### config.mk
export PLATFORM = sky130hd
export DESIGN_NAME = regfile_dump_reader
export DESIGN_NICKNAME = d
export VERILOG_FILES = /design/src/rtl/cpu_pkg.sv /design/src/rtl/regfile_dump_reader.sv
export SDC_FILE = /design/constraint.sdc
export NUM_CORES = 1
export LEC_CHECK = 0
export ABC_AREA = 1
export BUFFER_PORTS_ARGS = -buffer_cell sky130_fd_sc_hd__buf_2
export CORE_ASPECT_RATIO = 2
export CORE_MARGIN = 5
export CORE_UTILIZATION = 56
export DETAILED_ROUTE_END_ITERATION = 16
export PLACE_DENSITY = 0.9
export SYNTH_ARGS = -nofsm -noshare
export SYNTH_HDL_FRONTEND = slang
export SYNTH_SLANG_ARGS = --single-unit
### constraint.sdc
create_clock -name clk -period 3.8 [get_ports clk]
set_input_delay 0.57 -clock clk [delete_from_list [all_inputs] [get_ports clk]]
set_output_delay 0.57 -clock clk [all_outputs]
set_load 0.05 [all_outputs]
### src/rtl/cpu_pkg.sv
// Shared core-debug definitions: regfile geometry and the dump-reader state encoding.
package cpu_pkg;

   localparam int REG_ADDR_W = 5;
   localparam int REG_DATA_W = 32;

   typedef enum logic [2:0] {
      DUMP_IDLE   = 3'd0,
      DUMP_FETCH  = 3'd1,
      DUMP_DRAIN0 = 3'd2,
      DUMP_DRAIN1 = 3'd3,
      DUMP_FIN    = 3'd4
   } dump_state_e;

endpackage

### src/rtl/regfile_dump_reader.sv
// Halted-core regfile dump: fetches two registers per pass over rs1/rs2 and streams {addr,data}.
// Outputs decode from state and hold regs, so a stalled beat stays stable until accepted.
module regfile_dump_reader
   import cpu_pkg::*;
#(
   parameter int NUM_REGS = 32,
   parameter int ADDR_W   = REG_ADDR_W,
   parameter int DATA_W   = REG_DATA_W
) (
   input  logic              clk,
   input  logic              reset,
   input  logic              start,
   input  logic [ADDR_W-1:0] first_addr,
   input  logic [ADDR_W-1:0] last_addr,
   output logic [ADDR_W-1:0] rs1_addr,
   output logic [ADDR_W-1:0] rs2_addr,
   input  logic [DATA_W-1:0] rs1_data,
   input  logic [DATA_W-1:0] rs2_data,
   output logic              busy,
   output logic              out_valid,
   input  logic              out_ready,
   output logic [ADDR_W-1:0] out_addr,
   output logic [DATA_W-1:0] out_data,
   output logic              out_last,
   output logic              done,
   output logic              err,
   output logic [DATA_W-1:0] checksum
);

   localparam logic [ADDR_W:0] REG_END = (ADDR_W+1)'(NUM_REGS);

   dump_state_e       state_q, state_d;
   logic [ADDR_W-1:0] ptr_q, ptr_d;
   logic [ADDR_W-1:0] last_q, last_d;
   logic [DATA_W-1:0] hold0_q, hold0_d;
   logic [DATA_W-1:0] hold1_q, hold1_d;
   logic              hold1_vld_q, hold1_vld_d;
   logic              err_q, err_d;
   logic [DATA_W-1:0] csum_q, csum_d;

   // ptr+1 carries an extra bit so the top register never aliases to 0
   logic [ADDR_W:0]   ptr_inc;
   logic              at_last;
   logic              inc_last;
   logic              accept;

   assign ptr_inc  = {1'b0, ptr_q} + {{ADDR_W{1'b0}}, 1'b1};
   assign at_last  = (ptr_q == last_q);
   assign inc_last = (ptr_inc == {1'b0, last_q});
   assign accept   = out_valid & out_ready;

   always_ff @(posedge clk) begin
      if (reset) begin
         state_q <= DUMP_IDLE;
      end else begin
         state_q <= state_d;
      end
   end

   always_comb begin
      state_d = state_q;
      case (state_q)
         DUMP_IDLE: begin
            if (start) begin
               state_d = (first_addr > last_addr) ? DUMP_FIN : DUMP_FETCH;
            end
         end
         DUMP_FETCH: state_d = DUMP_DRAIN0;
         DUMP_DRAIN0: begin
            if (accept) begin
               state_d = (at_last || !hold1_vld_q) ? DUMP_FIN : DUMP_DRAIN1;
            end
         end
         DUMP_DRAIN1: begin
            if (accept) begin
               state_d = inc_last ? DUMP_FIN : DUMP_FETCH;
            end
         end
         DUMP_FIN: state_d = DUMP_IDLE;
         default:  state_d = DUMP_IDLE;
      endcase
   end

   always_comb begin
      rs1_addr  = '0;
      rs2_addr  = '0;
      busy      = 1'b0;
      out_valid = 1'b0;
      out_addr  = '0;
      out_data  = '0;
      out_last  = 1'b0;
      done      = 1'b0;
      err       = 1'b0;
      case (state_q)
         DUMP_FETCH: begin
            busy     = 1'b1;
            rs1_addr = ptr_q;
            rs2_addr = at_last ? ptr_q : ptr_inc[ADDR_W-1:0];
         end
         DUMP_DRAIN0: begin
            busy      = 1'b1;
            out_valid = 1'b1;
            out_addr  = ptr_q;
            out_data  = hold0_q;
            out_last  = at_last;
         end
         DUMP_DRAIN1: begin
            busy      = 1'b1;
            out_valid = 1'b1;
            out_addr  = ptr_inc[ADDR_W-1:0];
            out_data  = hold1_q;
            out_last  = inc_last;
         end
         DUMP_FIN: begin
            done = 1'b1;
            err  = err_q;
         end
         default: ;
      endcase
   end

   assign checksum = csum_q;

   always_comb begin
      ptr_d       = ptr_q;
      last_d      = last_q;
      hold0_d     = hold0_q;
      hold1_d     = hold1_q;
      hold1_vld_d = hold1_vld_q;
      err_d       = err_q;
      csum_d      = csum_q;
      case (state_q)
         DUMP_IDLE: begin
            if (start) begin
               ptr_d  = first_addr;
               last_d = last_addr;
               err_d  = (first_addr > last_addr);
               csum_d = '0;
            end
         end
         DUMP_FETCH: begin
            hold0_d     = rs1_data;
            hold1_d     = rs2_data;
            hold1_vld_d = !at_last && (ptr_inc < REG_END);
         end
         DUMP_DRAIN0: begin
            if (accept) begin
               csum_d = csum_q + hold0_q;
            end
         end
         DUMP_DRAIN1: begin
            if (accept) begin
               csum_d = csum_q + hold1_q;
               if (!inc_last) begin
                  ptr_d = ptr_q + ADDR_W'(2);
               end
            end
         end
         default: ;
      endcase
   end

   always_ff @(posedge clk) begin
      if (reset) begin
         ptr_q       <= '0;
         last_q      <= '0;
         hold0_q     <= '0;
         hold1_q     <= '0;
         hold1_vld_q <= 1'b0;
         err_q       <= 1'b0;
         csum_q      <= '0;
      end else begin
         ptr_q       <= ptr_d;
         last_q      <= last_d;
         hold0_q     <= hold0_d;
         hold1_q     <= hold1_d;
         hold1_vld_q <= hold1_vld_d;
         err_q       <= err_d;
         csum_q      <= csum_d;
      end
   end

endmodule
==> flow_metrics.tcl, run 1 <==
set metrics [dict create \
    status "completed" \
    hpwl_um 19000 \
    clk_latency_ps 360 \
    cp_num_buf_inv 4 \
    p_per_area_nw_per_um2 380 \
    coreArea_um2 13100 \
    hp-class "in2reg" \
    tritoncts "done" \
    dr.pass1.iters 5 \
    finalNetCount 1486 \
    fin_worst_skew_ps 12.8 \
    via_per_inst 5.50 \
    drtIter0Drc 511 \
    max_freq_mhz 288 \
    ant_nets 0 \
    synth_cell_types 34 \
    avgSynthCellArea_um2 6.09 \
    synth.ff_latch_count 111 \
    grt_pass1_wl_um 38700 \
    multiInputGateArea_um2 4370 \
    path_cells "inv_1, nor3_4, buf_4, buf_4, o21ai_0, ha_1, nand2_1, nor2_1, inv_1, nor2_1, nand4_1, nand3_1, nand2_1, nand3_1, a21oi_1" \
    die_w_um 91.6 \
    rows 59 \
    syn_to_final_growth_pct 16.0 \
    cts_buffers 9 \
    tightest_slew_ps 860 \
    vias 8351 \
    peakVddDrop_v 0.000408 \
    clock_path_buffers 2 \
    synth_area_um2 7450 \
    synth_nets 1348 \
    cpPeakStageDelay_ps 410 \
    layout.cells.most_common "nand2_1" \
    drc 0 \
    pre_cts_slack_ps 241 \
    wire_per_inst_um 16.0 \
    drive_gt1_share_pct 14.9 \
    overflow 0 \
    cts_sinks 111 \
    clkPwrFrac_pct 29.3 \
    die-area_um2 15900 \
    ys_warn_count 0 \
    p_int_mw 2.05 \
    grt_pass1_vias 8138 \
    start_util_pct 57.0 \
    setup_tns_ps 0 \
    cp_max_fo 40 \
    static-leakage-power_nw 4.66 \
    maxCapViolCount 0 \
    crit_required_ps 4030 \
    routed_wl_um 24400 \
    layout_setup_ws_ps 330 \
    ys_seq_area_share_pct 29.8 \
    clockRootBuffer "clkbuf_16" \
    num_io_pins 162 \
    io_buffers 161 \
    grt_max_degree 96 \
    grt_usage_pct 30.4 \
    cp_slowest_cell "buf_4" \
    end_kind "flop" \
    finalSetupViolations 0 \
    ff_latch_area_um2 2220 \
    cpLargestDelayFamily "simple AND/OR/NAND/NOR gates" \
    synth_cells 1224 \
    gp_congestion 1.06 \
    rsz0062_at_grt "false" \
    htree_levels 3 \
    p_switching_mw 1.24 \
    fin_crit_sh_pct 91.3 \
    hold_violations 0 \
    crit_type "reg2reg" \
    slew_violations 0 \
    antenna_found_initial 0 \
    nFillCells 1245 \
    period_minus_slack_ps 3470 \
    cp.arrival_ps 3700 \
    maxSlewHeadroom_pct 42.7 \
    diodes 0 \
    die_height_um 173 \
    final_cell_mix "nand2_1, inv_1, buf_2" \
    clk_pin_slew_worst_paths_ps 80 \
    switching_share_pct 37.8 \
    critPathLaunchType "flop" \
    p_comb_share_pct 28.5 \
    power_frac_seq_pct 42.2 \
]
[layer usage]
layer,track usage [%],wire length (um)
met1,31.6,8590
met2,55.4,12900
met5,0,0
met3,4.13,1280
met4,20.2,1630
[metrics by stage]
| stage | hold slack, ps | instances | util [%] | total power, mW | cell area (um2) |
|---|---|---|---|---|---|
| floorplan | 439 | 1224 | - | 2.07 | 7450 |
| global placement | 449 | 1500 | 63.7 | 2.31 | 8320 |
| detailed placement | 455 | 1500 | 63.7 | 2.34 | 8320 |
| CTS | 430 | 1516 | 66.0 | 3.29 | 8620 |
| global route | 429 | 1519 | 66.2 | 3.47 | 8640 |
| finish | 431 | 1519 | 66.2 | 3.29 | 8640 |
[cell families (layout without fill, tap and decap cells)]
logic type | Yosys count | in the layout | share of synthesized area (%)
buf+inv | 222 | 365 | 11.6
fa+ha+maj | 46 | 46 | 7.83
flops | 111 | 111 | 29.8
compound gates | 279 | 279 | 19.4
xor+xnor | 12 | 12 | 1.41
simple gates | 554 | 554 | 29.9
[flip-flops by register name, indices dropped and copies added, names as in the netlist]
signal and cells:
checksum 32, err_q 1, hold0_q 32, hold1_vld_q 1, state_q 3, hold1_q 32
ptr_q 5, last_q 5
[area by class of cell]
type	count	area share (%)
clock buffer	9	2.61
clock inverter	7	0.868
inverter	174	7.56
multi-input combinational	891	50.5
sequential	111	25.7
tap	152	2.20
timing repair buffer	175	10.5
[worst min-delay path: stages]
cell and delay, ps:
buf_2 70, nor2_1 30, nor2_1 80
[power groups by stage]
stage          Combinational (mW)  Sequential (mW)  Clock [mW]
4_1_cts                     0.929             1.38       0.976
2_1_floorplan               0.688             1.38           0
3_3_place_gp                0.902             1.41           0
5_1_grt                      1.04             1.40        1.02
3_5_place_dp                0.925             1.41           0
6_report                    0.936             1.39       0.964
[what timing repair did]
action	4_1_cts	5_1_grt
setup buffers	0	3
setup endpoints to repair	0	1
resized for setup	0	0
hold buffers	0	0
[cells in the mapped netlist]
library cell  number  area share (%)
nor3_2             2            0.27
nor2_2             1           0.084
xor2_1             9             1.1
nand4_1            5            0.42
a21boi_0          11             1.1
a21o_1             1            0.10
buf_1              1           0.050
a211oi_1           1            0.10
o22ai_1            3            0.25
nor3_4             1            0.22
o21ai_2            1            0.12
nand2_1          352              18
nor3_1             8            0.54
or2_2              1           0.084
nor3b_1            1            0.10
ha_1              45             7.6
nand3b_2           1            0.15
o21ai_1            7            0.47
inv_1            170             8.6
o21bai_1           3            0.30
a21oi_1          101             6.8
clkbuf_1          35             1.8
xnor2_1            3            0.35
nand3b_1           4            0.40
fa_1               1            0.27
inv_2              4            0.20
buf_6              3            0.45
nand3_1           51             3.4
nor2_1           125             6.3
o21ai_0          150              10
and2_1             2            0.17
buf_2              9            0.60
dfxtp_1          111              30
o211ai_1           1            0.10
[final timing paths]
kind | start | endpoint | slack (ps) | cells after the start
min reg2reg | hold0_q[29] | hold0_q[29] | 470 | 2
max | state_q[0] | checksum[20] | 330 | 15
max reg2reg | state_q[0] | checksum[20] | 330 | 15
min | rs2_data[0] | hold1_q[0] | 430 | 3
(Power assumes the default switching activity.)
==> inputs of run 2 (changes only) <==
==> constraint.sdc (replaced) <==
create_clock -name clk -period 3.8 [get_ports clk]
set_input_delay 0.95 -clock clk [delete_from_list [all_inputs] [get_ports clk]]
set_output_delay 0.95 -clock clk [all_outputs]
set_load 0.05 [all_outputs]
==> flow_metrics.tcl, run 2 (synthesized netlist as in run 1, its figures left out) <==
set metrics [dict create \
    htree_levels 3 \
    cts_sinks 111 \
    holdWs_ps 470 \
    cts_buffers 9 \
    nFillCells 1225 \
    rrSetupSlack_ps 600 \
    final_cell_mix "nand2_1, inv_1, buf_2" \
    dp.cells 1500 \
    slew_violations 0 \
    clockRootBuffer "clkbuf_16" \
    cp_max_fo 34 \
    cts_setup_buffers 0 \
    finalNonFillerCells 1516 \
    clock_path_buffers 2 \
    cpLargestDelayFamily "buffers and inverters" \
    die_height_um 173 \
    num_io_pins 162 \
    cp.arrival_ps 2520 \
    rr_startpoint "state_q[1]" \
    dr.pass1.iters 7 \
    grt_max_degree 97 \
    crit_required_ps 2850 \
    status "completed" \
    wire_per_inst_um 16.2 \
    clk_pin_slew_worst_paths_ps 90 \
    path_cells "inv_2, nor3_1, inv_1, buf_4, o21ai_0, buf_2" \
    ff_latch_area_um2 2220 \
    fin_crit_sh_pct 91.3 \
    grt_pass1_wl_um 38400 \
    rsz0062_at_grt "false" \
    min_from "hold0_q[11]" \
    hpwl_um 19300 \
    critPathLaunchType "flop" \
    multiInputGateArea_um2 4380 \
    period_minus_slack_ps 3470 \
    cpPeakStageDelay_ps 520 \
    antenna_found_initial 0 \
    die_w_um 91.6 \
    start_util_pct 57.0 \
    r2r_end "checksum[24]" \
    maxCapViolCount 0 \
    drtIter0Drc 562 \
    postCtsHoldBufs 0 \
    clk_latency_ps 360 \
    gp_congestion 1.05 \
    diodes 0 \
    finalNetCount 1483 \
    io_buffers 161 \
    routed_wl_um 24500 \
    fin_worst_skew_ps 16.5 \
    rows 59 \
    grt_pass1_vias 8137 \
    setup_tns_ps 0 \
    finalPower_mw 3.33 \
    crit_type "reg2out" \
    static-leakage-power_nw 4.65 \
    end_kind "output pin" \
    syn_to_final_growth_pct 16.3 \
    cp_slowest_cell "inv_1" \
    drc 0 \
    hold_violations 0 \
    max_freq_mhz 288 \
    ant_nets 0 \
    overflow 0 \
    layout.cells.most_common "nand2_1" \
    grt_usage_pct 30.2 \
    peakVddDrop_v 0.000346 \
    tritoncts "done" \
    maxSlewHeadroom_pct 29.5 \
    hold_depth 2 \
    hp-class "reg2reg" \
    worstRegToRegCells 17 \
    ctsResizeCount 0 \
    die-area_um2 15900 \
    final_util_pct 66.3 \
    p_per_area_nw_per_um2 384 \
    coreArea_um2 13100 \
    finalSetupViolations 0 \
    via_per_inst 5.52 \
    drive_gt1_share_pct 14.7 \
    cp_num_buf_inv 4 \
    hold_end "hold0_q[11]" \
    tightest_slew_ps 1060 \
    vias 8368 \
]
## run 2: cell types whose count changed in the layout (fill, tap and decap cells not counted)
cell / delta
o21ai_4: +1
inv_6: -2
clkinv_4: -1
o21ai_2: -1
inv_8: +3
buf_4: -5
buf_12: +2
## run 2: worst min-delay path, cell delays in order, from the launching register on
cell	delay, ps
dfxtp_1	300
inv_1	70
a21oi_1	60
## run 2: stage by stage
stage / setup WS, ps / instance area (um2)
after floorplan: 576 / 7450
after global placement: 664 / 8350
after detailed placement: 641 / 8350
after CTS: 328 / 8660
after global routing: 222 / 8660
final: 330 / 8660
## run 2: layout make-up
type	count	share of cell area [%]
Timing Repair Buffer	172	10.5
Clock inverter	7	0.953
Sequential cell	111	25.7
Clock buffer	9	2.60
Inverter	174	7.54
Multi-Input combinational cell	891	50.5
Tap cell	152	2.20
## run 2: worst max-delay path by stage
stage / startpoint / cells past startpoint / to / slack, ps
final: state_q[1] / 6 / out_addr[0] / 330
after global routing: state_q[1] / 6 / out_addr[0] / 220
after floorplan: state_q[2] / 3 / err / 580
after detailed placement: state_q[1] / 17 / checksum[24] / 640
after CTS: state_q[1] / 6 / out_addr[0] / 330
after global placement: state_q[1] / 17 / checksum[24] / 660
## run 2: report_power, final
part	internal, mW	switching, mW
sequential	1.30	0.0860
clock	0.475	0.510
combinational	0.283	0.675
## run 2: layer usage
metal / track usage, % / wire [um] / part of all wire, %
met5: 0 / 0 / 0
met4: 20.2 / 1760 / 7.2
met3: 4.30 / 1410 / 5.8
met2: 55.4 / 12600 / 52
met1: 31.0 / 8710 / 36
==> inputs of run 3 (changes only) <==
- PLACE_DENSITY: 0.9 -> 0.87
==> flow_metrics.tcl, run 3 (synthesized netlist as in run 1, its figures left out) <==
set metrics [dict create \
    worstSetupPathDepth 6 \
    hpwl_um 18900 \
    drc 0 \
    dr.pass1.iters 5 \
    clk_pin_slew_worst_paths_ps 80 \
    rows 59 \
    num_io_pins 162 \
    cp.arrival_ps 2460 \
    finalPower_mw 3.27 \
    cts_sinks 111 \
    vias 8276 \
    final_area_um2 8630 \
    tritoncts "done" \
    drtIter0Drc 441 \
    gp_congestion 0.993 \
    cts_setup_buffers 0 \
    cp_slowest_cell "dfxtp_1" \
    fin_worst_skew_ps 13.6 \
    die-area_um2 15900 \
    period_minus_slack_ps 3410 \
    crit_start "state_q[1]" \
    coreArea_um2 13100 \
    peakVddDrop_v 0.000417 \
    io_buffers 161 \
    via_per_inst 5.46 \
    ant_nets 0 \
    rrSetupSlack_ps 630 \
    clk_latency_ps 350 \
    rr_startpoint "state_q[1]" \
    worstRegToRegCells 15 \
    clock_path_buffers 2 \
    postCtsHoldBufs 0 \
    crit_type "reg2out" \
    rsz0062_at_grt "false" \
    nFillCells 1258 \
    critPathLaunchType "flop" \
    min_from "hold0_q[17]" \
    drive_gt1_share_pct 14.6 \
    finalNetCount 1483 \
    antenna_found_initial 0 \
    grt_usage_pct 30.0 \
    grt_max_degree 68 \
    cts_buffers 9 \
    htree_levels 3 \
    syn_to_final_growth_pct 15.8 \
    ctsResizeCount 0 \
    hp-class "reg2reg" \
    final_cell_mix "nand2_1, inv_1, buf_2" \
    clockRootBuffer "clkbuf_16" \
    crit_path_end "out_data[13]" \
    start_util_pct 57.0 \
    tightest_slew_ps 963 \
    slew_violations 0 \
    cp_num_buf_inv 4 \
    maxSlewHeadroom_pct 35.6 \
    grt_pass1_wl_um 38300 \
    p_per_area_nw_per_um2 379 \
    final_util_pct 66.0 \
    status "completed" \
    die_w_um 91.6 \
    cpPeakStageDelay_ps 420 \
    grt_pass1_vias 8190 \
    maxCapViolCount 0 \
    cp_max_fo 26 \
    routed_wl_um 24000 \
    layout.cells.most_common "nand2_1" \
    fin_crit_sh_pct 89.6 \
    die_height_um 173 \
    hold_violations 0 \
    static-leakage-power_nw 4.64 \
    max_freq_mhz 294 \
    setup_tns_ps 0 \
    end_kind "output pin" \
    path_cells "inv_2, nor3_1, inv_1, buf_4, o21ai_0, buf_2" \
    r2r_end "checksum[14]" \
    diodes 0 \
    overflow 0 \
    crit_required_ps 2850 \
    finalSetupViolations 0 \
    wire_per_inst_um 15.9 \
    postPlaceCellArea_um2 8340 \
    cpLargestDelayFamily "buffers and inverters" \
]
run 3: report_power, final:
group	internal, mW	switching [mW]	leakage (nW)	total (mW)
clock network	0.462	0.496	0.142	0.958
logic	0.280	0.652	3.59	0.932
registers	1.30	0.0841	0.905	1.38
total	2.04	1.23	4.64	3.27
run 3: final cells by class:
type,instances,area [um2],share of cell area [%]
Inverter,174,653,7.57
Clock inverter,6,62.6,0.725
Sequential cell,111,2220,25.8
Multi-Input combinational cell,891,4380,50.7
Timing Repair Buffer,172,901,10.4
Tap cell,152,190,2.20
Clock buffer,9,225,2.61
run 3: metal layers:
metal	GRT usage, %	part of all wire [%]
met5	0	0
met4	23.0	8.2
met3	4.65	6.1
met2	53.8	51
met1	30.3	35
run 3: how the worst min path moves through the flow:
stage          cells after the start  slack, ps          end
6_report                           2        470  hold0_q[17]
5_1_grt                            2        480   hold0_q[5]
4_1_cts                            2        470  hold0_q[17]
3_5_place_dp                       2        450  hold0_q[17]
3_3_place_gp                       2        450  hold0_q[31]
2_1_floorplan                      2        440  hold0_q[31]
run 3: tightest hold or removal path, cell delays in order (launching register included):
cell,delay (ps)
dfxtp_1,300
inv_1,70
a21oi_1,60
run 3: through the flow:
stage,hold WS [ps],setup slack (ps),cells
floorplan,439,576,1224
global placement,448,782,1500
detailed placement,455,722,1500
CTS,465,434,1515
global route,484,249,1515
finish,466,394,1515
